## config.mk

```make
export PLATFORM = sky130hd
export DESIGN_NAME = dma_bus_arbiter
export DESIGN_NICKNAME = d
export VERILOG_FILES = /design/src/rtl/arbiter_pkg.sv /design/src/rtl/dma_bus_arbiter.sv
export SDC_FILE = /design/constraint.sdc
export NUM_CORES = 1
export LEC_CHECK = 0
export CAP_MARGIN = 20
export CORE_AREA = 5 5 66 68
export DETAILED_ROUTE_END_ITERATION = 8
export DIE_AREA = 0 0 71 73
export HOLD_SLACK_MARGIN = 0.1
export PLACE_DENSITY = 0.81
export REMOVE_ABC_BUFFERS = 1
export SYNTH_ARGS = -nofsm -noshare
export SYNTH_HDL_FRONTEND = slang
export SYNTH_SLANG_ARGS = --single-unit
```

## constraint.sdc

```tcl
create_clock -name clk -period 2.6 [get_ports clk]
set_input_delay 0.26 -clock clk [delete_from_list [all_inputs] [get_ports clk]]
set_output_delay 0.26 -clock clk [all_outputs]
set_load 0.02 [all_outputs]
```

## src/rtl/arbiter_pkg.sv

```systemverilog
`timescale 1ns/1ps
// -----------------------------------------------------------------------------
// arbiter_pkg
// Shared definitions for dma_bus_arbiter:
//   arb_state_t      - bus ownership FSM states
//   DEF_MAX_BURST    - default maximum consecutive DMA reads per grant
//   DEF_HALT_LAT     - default cycles between halt_b falling and DMA handover
//   DEF_CPU_MIN      - default guaranteed CPU guard cycles after a DMA release
//   cnt_width()      - bit width needed to hold the value n (minimum 1)
// -----------------------------------------------------------------------------
package arbiter_pkg;

   typedef enum logic [2:0] {
      CPU_OWN   = 3'd0,
      HALT_WAIT = 3'd1,
      DMA_OWN   = 3'd2,
      RELEASE   = 3'd3,
      CPU_GUARD = 3'd4
   } arb_state_t;

   localparam int DEF_MAX_BURST = 64;
   localparam int DEF_HALT_LAT  = 1;
   localparam int DEF_CPU_MIN   = 4;

   function automatic int cnt_width(input int n);
      return (n < 2) ? 1 : $clog2(n + 1);
   endfunction

endpackage

```

## src/rtl/dma_bus_arbiter.sv

```systemverilog
`timescale 1ns/1ps
// -----------------------------------------------------------------------------
// dma_bus_arbiter
// Shares one synchronous memory port between a CPU and a DMA read engine.
// The CPU is halted (halt_b low) before the DMA takes the bus, the DMA gets at
// most MAX_BURST reads per grant, and the CPU is then guaranteed a release
// cycle plus CPU_MIN guard cycles before the DMA can be considered again.
//
// Ports:
//   clk, reset             clock, asynchronous active-high reset
//   cpu_addr, cpu_we       CPU address / write enable
//   cpu_din                read data returned to the CPU
//   halt_b                 active-low halt to the CPU
//   dma_req, dma_addr      DMA level request and read address
//   dma_grant              DMA owns the bus (one read) this cycle
//   dma_rvalid, dma_rdata  DMA read data, valid one cycle after a grant
//   mem_addr, mem_we       memory address / write enable
//   mem_rdata              memory read data (one cycle latency)
// -----------------------------------------------------------------------------
module dma_bus_arbiter
   import arbiter_pkg::*;
#(
   parameter int MAX_BURST = DEF_MAX_BURST,
   parameter int HALT_LAT  = DEF_HALT_LAT,
   parameter int CPU_MIN   = DEF_CPU_MIN
) (
   input  logic        clk,
   input  logic        reset,
   input  logic [15:0] cpu_addr,
   input  logic        cpu_we,
   output logic [7:0]  cpu_din,
   output logic        halt_b,
   input  logic        dma_req,
   input  logic [15:0] dma_addr,
   output logic        dma_grant,
   output logic        dma_rvalid,
   output logic [7:0]  dma_rdata,
   output logic [15:0] mem_addr,
   output logic        mem_we,
   input  logic [7:0]  mem_rdata
);

   localparam int BW = cnt_width(MAX_BURST);
   localparam int HW = cnt_width(HALT_LAT);
   localparam int GW = cnt_width(CPU_MIN);

   localparam logic [BW-1:0] BURST_MAX  = BW'(MAX_BURST);
   localparam logic [BW-1:0] BURST_LAST = BW'(MAX_BURST - 1);
   localparam logic [HW-1:0] HALT_LAST  = HW'(HALT_LAT - 1);
   localparam logic [GW-1:0] GUARD_LOAD = GW'(CPU_MIN);

   arb_state_t    state_reg, state_next;
   logic [BW-1:0] burst_cnt_reg, burst_cnt_next;
   logic [HW-1:0] wait_cnt_reg, wait_cnt_next;
   logic [GW-1:0] guard_cnt_reg, guard_cnt_next;
   logic          rvalid_reg;
   logic          cpu_rd_prev_reg;   // previous cycle was a CPU-owned cycle
   logic [7:0]    cpu_din_reg;

   always_comb begin
      state_next     = state_reg;
      burst_cnt_next = burst_cnt_reg;
      wait_cnt_next  = wait_cnt_reg;
      guard_cnt_next = guard_cnt_reg;
      halt_b         = 1'b1;
      dma_grant      = 1'b0;
      mem_addr       = cpu_addr;
      mem_we         = cpu_we;

      case (state_reg)
         CPU_OWN: begin
            if (dma_req) begin
               state_next    = HALT_WAIT;
               wait_cnt_next = '0;
            end
         end

         // Bus stays with the CPU so a write issued as halt_b falls completes.
         HALT_WAIT: begin
            halt_b = 1'b0;
            if (wait_cnt_reg == HALT_LAST) begin
               state_next     = DMA_OWN;
               burst_cnt_next = '0;
            end else begin
               wait_cnt_next = wait_cnt_reg + 1'b1;
            end
         end

         // A cycle with dma_req low performs no read and ends the grant.
         DMA_OWN: begin
            halt_b   = 1'b0;
            mem_addr = dma_addr;
            mem_we   = 1'b0;
            if (!dma_req) begin
               state_next = RELEASE;
            end else begin
               dma_grant = 1'b1;
               if (burst_cnt_reg != BURST_MAX) begin
                  burst_cnt_next = burst_cnt_reg + 1'b1;
               end
               if (burst_cnt_reg == BURST_LAST) begin
                  state_next = RELEASE;
               end
            end
         end

         // CPU resumes but cannot write during the handback cycle.
         RELEASE: begin
            mem_we         = 1'b0;
            state_next     = CPU_GUARD;
            guard_cnt_next = GUARD_LOAD;
         end

         // Like CPU_OWN but dma_req is ignored until the counter runs out.
         CPU_GUARD: begin
            if (guard_cnt_reg != '0) begin
               guard_cnt_next = guard_cnt_reg - 1'b1;
            end
            if (guard_cnt_reg <= GW'(1)) begin
               state_next = CPU_OWN;
            end
         end

         default: begin
            state_next = CPU_OWN;
         end
      endcase
   end

   always_ff @(posedge clk or posedge reset) begin
      if (reset) begin
         state_reg       <= CPU_OWN;
         burst_cnt_reg   <= '0;
         wait_cnt_reg    <= '0;
         guard_cnt_reg   <= '0;
         rvalid_reg      <= 1'b0;
         cpu_rd_prev_reg <= 1'b0;
         cpu_din_reg     <= 8'h00;
      end else begin
         state_reg       <= state_next;
         burst_cnt_reg   <= burst_cnt_next;
         wait_cnt_reg    <= wait_cnt_next;
         guard_cnt_reg   <= guard_cnt_next;
         rvalid_reg      <= dma_grant;
         // The CPU is running (and so owns any read) whenever halt_b is high.
         cpu_rd_prev_reg <= halt_b;
         if (cpu_rd_prev_reg) begin
            cpu_din_reg <= mem_rdata;
         end
      end
   end

   assign dma_rvalid = rvalid_reg;
   assign dma_rdata  = mem_rdata;
   assign cpu_din    = cpu_rd_prev_reg ? mem_rdata : cpu_din_reg;

endmodule
```

==> metrics.cfg <==
[status]
status=finished clean

[floorplan]
ios=80
dieHeight_um=73
row_count=23
core-area_um2=3799
dieArea_um2=5183
start_util=0.3758
chipWidth_um=71

[timing]
rsz0062_at_grt=false
period_minus_slack_ns=2.484
hold_viol_final=0
worst_slew_pin_slew_ns=0.8144
drv_slew=0
layout_setup_ws_ns=0.1163
finalSetupTns_ns=0
fin_skew_ns=0.005985
fmax_mhz=402.6
maxSlewHeadroom=0.4565
fin_crit_sh=0.9553
finalSetupViolCount=0

[clock_tree]
numCtsBuffers=3
clk_latency_ns=0.26
cts_max_path_buffers=2
clkTransAtPathRegs_ns=0.08
cts_root_buffer=clkbuf_8
hold_buffers=0
post_cts_buffers=0
post_cts_resized=0
numClockSinks=23
h-tree-depth=1
cts_tree=done

[final_layout]
n_antenna_cell=0
final_layout_size_suffix_gt1_frac=0.1836
area_delta_synth_final_pct=58.63
largest_reg_flops=8
num-nets-final=257

[synth]
synth_top_area_frac=0.4032
yosysSeqAreaShare=0.4032
synth_area_um2=1428
ys_top_cells_by_area=dfrtp_1 40%, mux2_2 19%, buf_4 4.7%
syn_avg_cell_area_um2=10.73
yosysWarningCount=0
syn_inst=133
yosysTopAreaCell=dfrtp_1
ys_types=36
ys_seq_elements=23

[detailed_routing]
drcViolationCount=0
ant_nets=0
first_pass_iters=4
drtIter0Drc=17
routed_wl_um=3335
num_vias=1272
wl_per_cell_um=12.98
vias_per_cell=4.949

[place]
hpwl_um=2732
globalplace.congestion=0.8881
post-place-ws_ns=0.3847
port_buffers=79

[power_and_ir_drop]
power_density_nw_per_um2=833.9
p_leak_nw=0.9306
vdd_ir_drop_max_v=0.0004228

[global_route]
grt.overflow.total=0
grt_max_degree=25
first_global_vias=1318
grt_pass1_wl_um=5506
grt_use_total=0.1316
antenna_found_initial=0

[flow_run]
cap_violations=0

[setup_path]
worstPathArrival_ns=2.22
cp-end-kind=output port
crit_type=register to output port
regToRegStartpoint=state_reg[2]
start_kind=register
cp.required_ns=2.34
startpoint=state_reg[2]
critPathMaxFanout=24

[hold_path]
worstHoldPathType=primary input to async pin

-- where the power goes --
group	switching, mW	internal, mW	total, mW
Sequential	0.0903	0.464	0.554
Combinational	0.531	0.592	1.12
Clock	0.105	0.107	0.211
-- worst max-delay path, cell delays in order, from the launching register on --
cell             delay (ns)
dfrtp_1                0.51
nor3b_4                0.23
buf_4                  0.30
mux2_2                 0.38
clkdlybuf4s50_1        0.54
-- layer usage --
metal / track usage / share of wire / up-vias
li1: - / - / 613
met1: 0.1387 / 0.38 / 576
met2: 0.2235 / 0.44 / 81
met3: 0.07163 / 0.17 / 2
met4: 0.04593 / 0.0081 / 0
met5: 0 / 0 / -
-- worst paths after layout --
| check | to | slack [ns] | cells past startpoint |
|---|---|---|---|
| max | mem_addr[11] | 0.12 | 4 |
| min | cpu_din_reg[1] | 0.46 | 2 |
| max reg2reg | burst_cnt_reg[6] | 0.93 | 4 |
| min reg2reg | cpu_din_reg[6] | 0.50 | 1 |
| max in group asynchronous | burst_cnt_reg[6] | 1.63 | 2 |
| min in group clk | cpu_din_reg[6] | 0.50 | 1 |
-- placed cells by master, fill, tap and decap left out, types with 4 or more instances in the layout --
master,Yosys,routed
ha_1,5,5
mux2_2,24,24
nand2_1,6,6
clkdlybuf4s50_1,0,79
buf_4,9,4
o21ai_0,5,5
inv_1,9,9
nor2_1,6,6
a21oi_1,5,5
dfrtp_1,23,23
-- through the flow --
stage	instances	hold WS (ns)	power, mW	instance area, µm²	utilization
after floorplan	120	0.2619	1.195	1335	-
after global placement	253	0.4788	1.687	2218	0.5840
after detailed placement	253	0.4865	1.699	2218	0.5840
after CTS	257	0.4976	1.919	2265	0.5962
after global routing	257	0.5096	2.037	2265	0.5962
final	257	0.4616	1.889	2265	0.5962
-- final cells by class --
cell class	instances	area [µm²]
Fill cell	340	1534
Timing Repair Buffer	83	820.8
Clock buffer	3	41.29
Clock inverter	1	5.005
Multi-Input combinational cell	88	725.7
Inverter	9	33.78
Sequential cell	23	575.6
Tap cell	50	62.56
-- cells in the mapped netlist (all sizes together) --
master	count
nor4	1
and2	1
dfrtp	23
a22o	3
nor3b	3
nand4	2
buf	12
nand3	3
a21boi	2
or4	1
xnor2	1
a211oi	3
clkbuf	1
nand3b	1
nor3	1
o311ai	1
mux2	24
o31ai	1
nand2	6
nor2	7
xor2	2
inv	9
nand2b	2
a21oi	5
a211o	1
and3	2
nor4b	1
o211ai	3
ha	5
o21ai	6
-- cells by family after synthesis --
logic type / share of synthesized area
AO/OA/AOI/OAI: 0.1166
XOR/XNOR: 0.01841
adder cells (fa/ha/maj): 0.04382
buffers and inverters: 0.08851
flip-flops: 0.4032
multiplexers: 0.1893
AND/OR/NAND/NOR: 0.1402
Power figures use the tool's default switching activity.
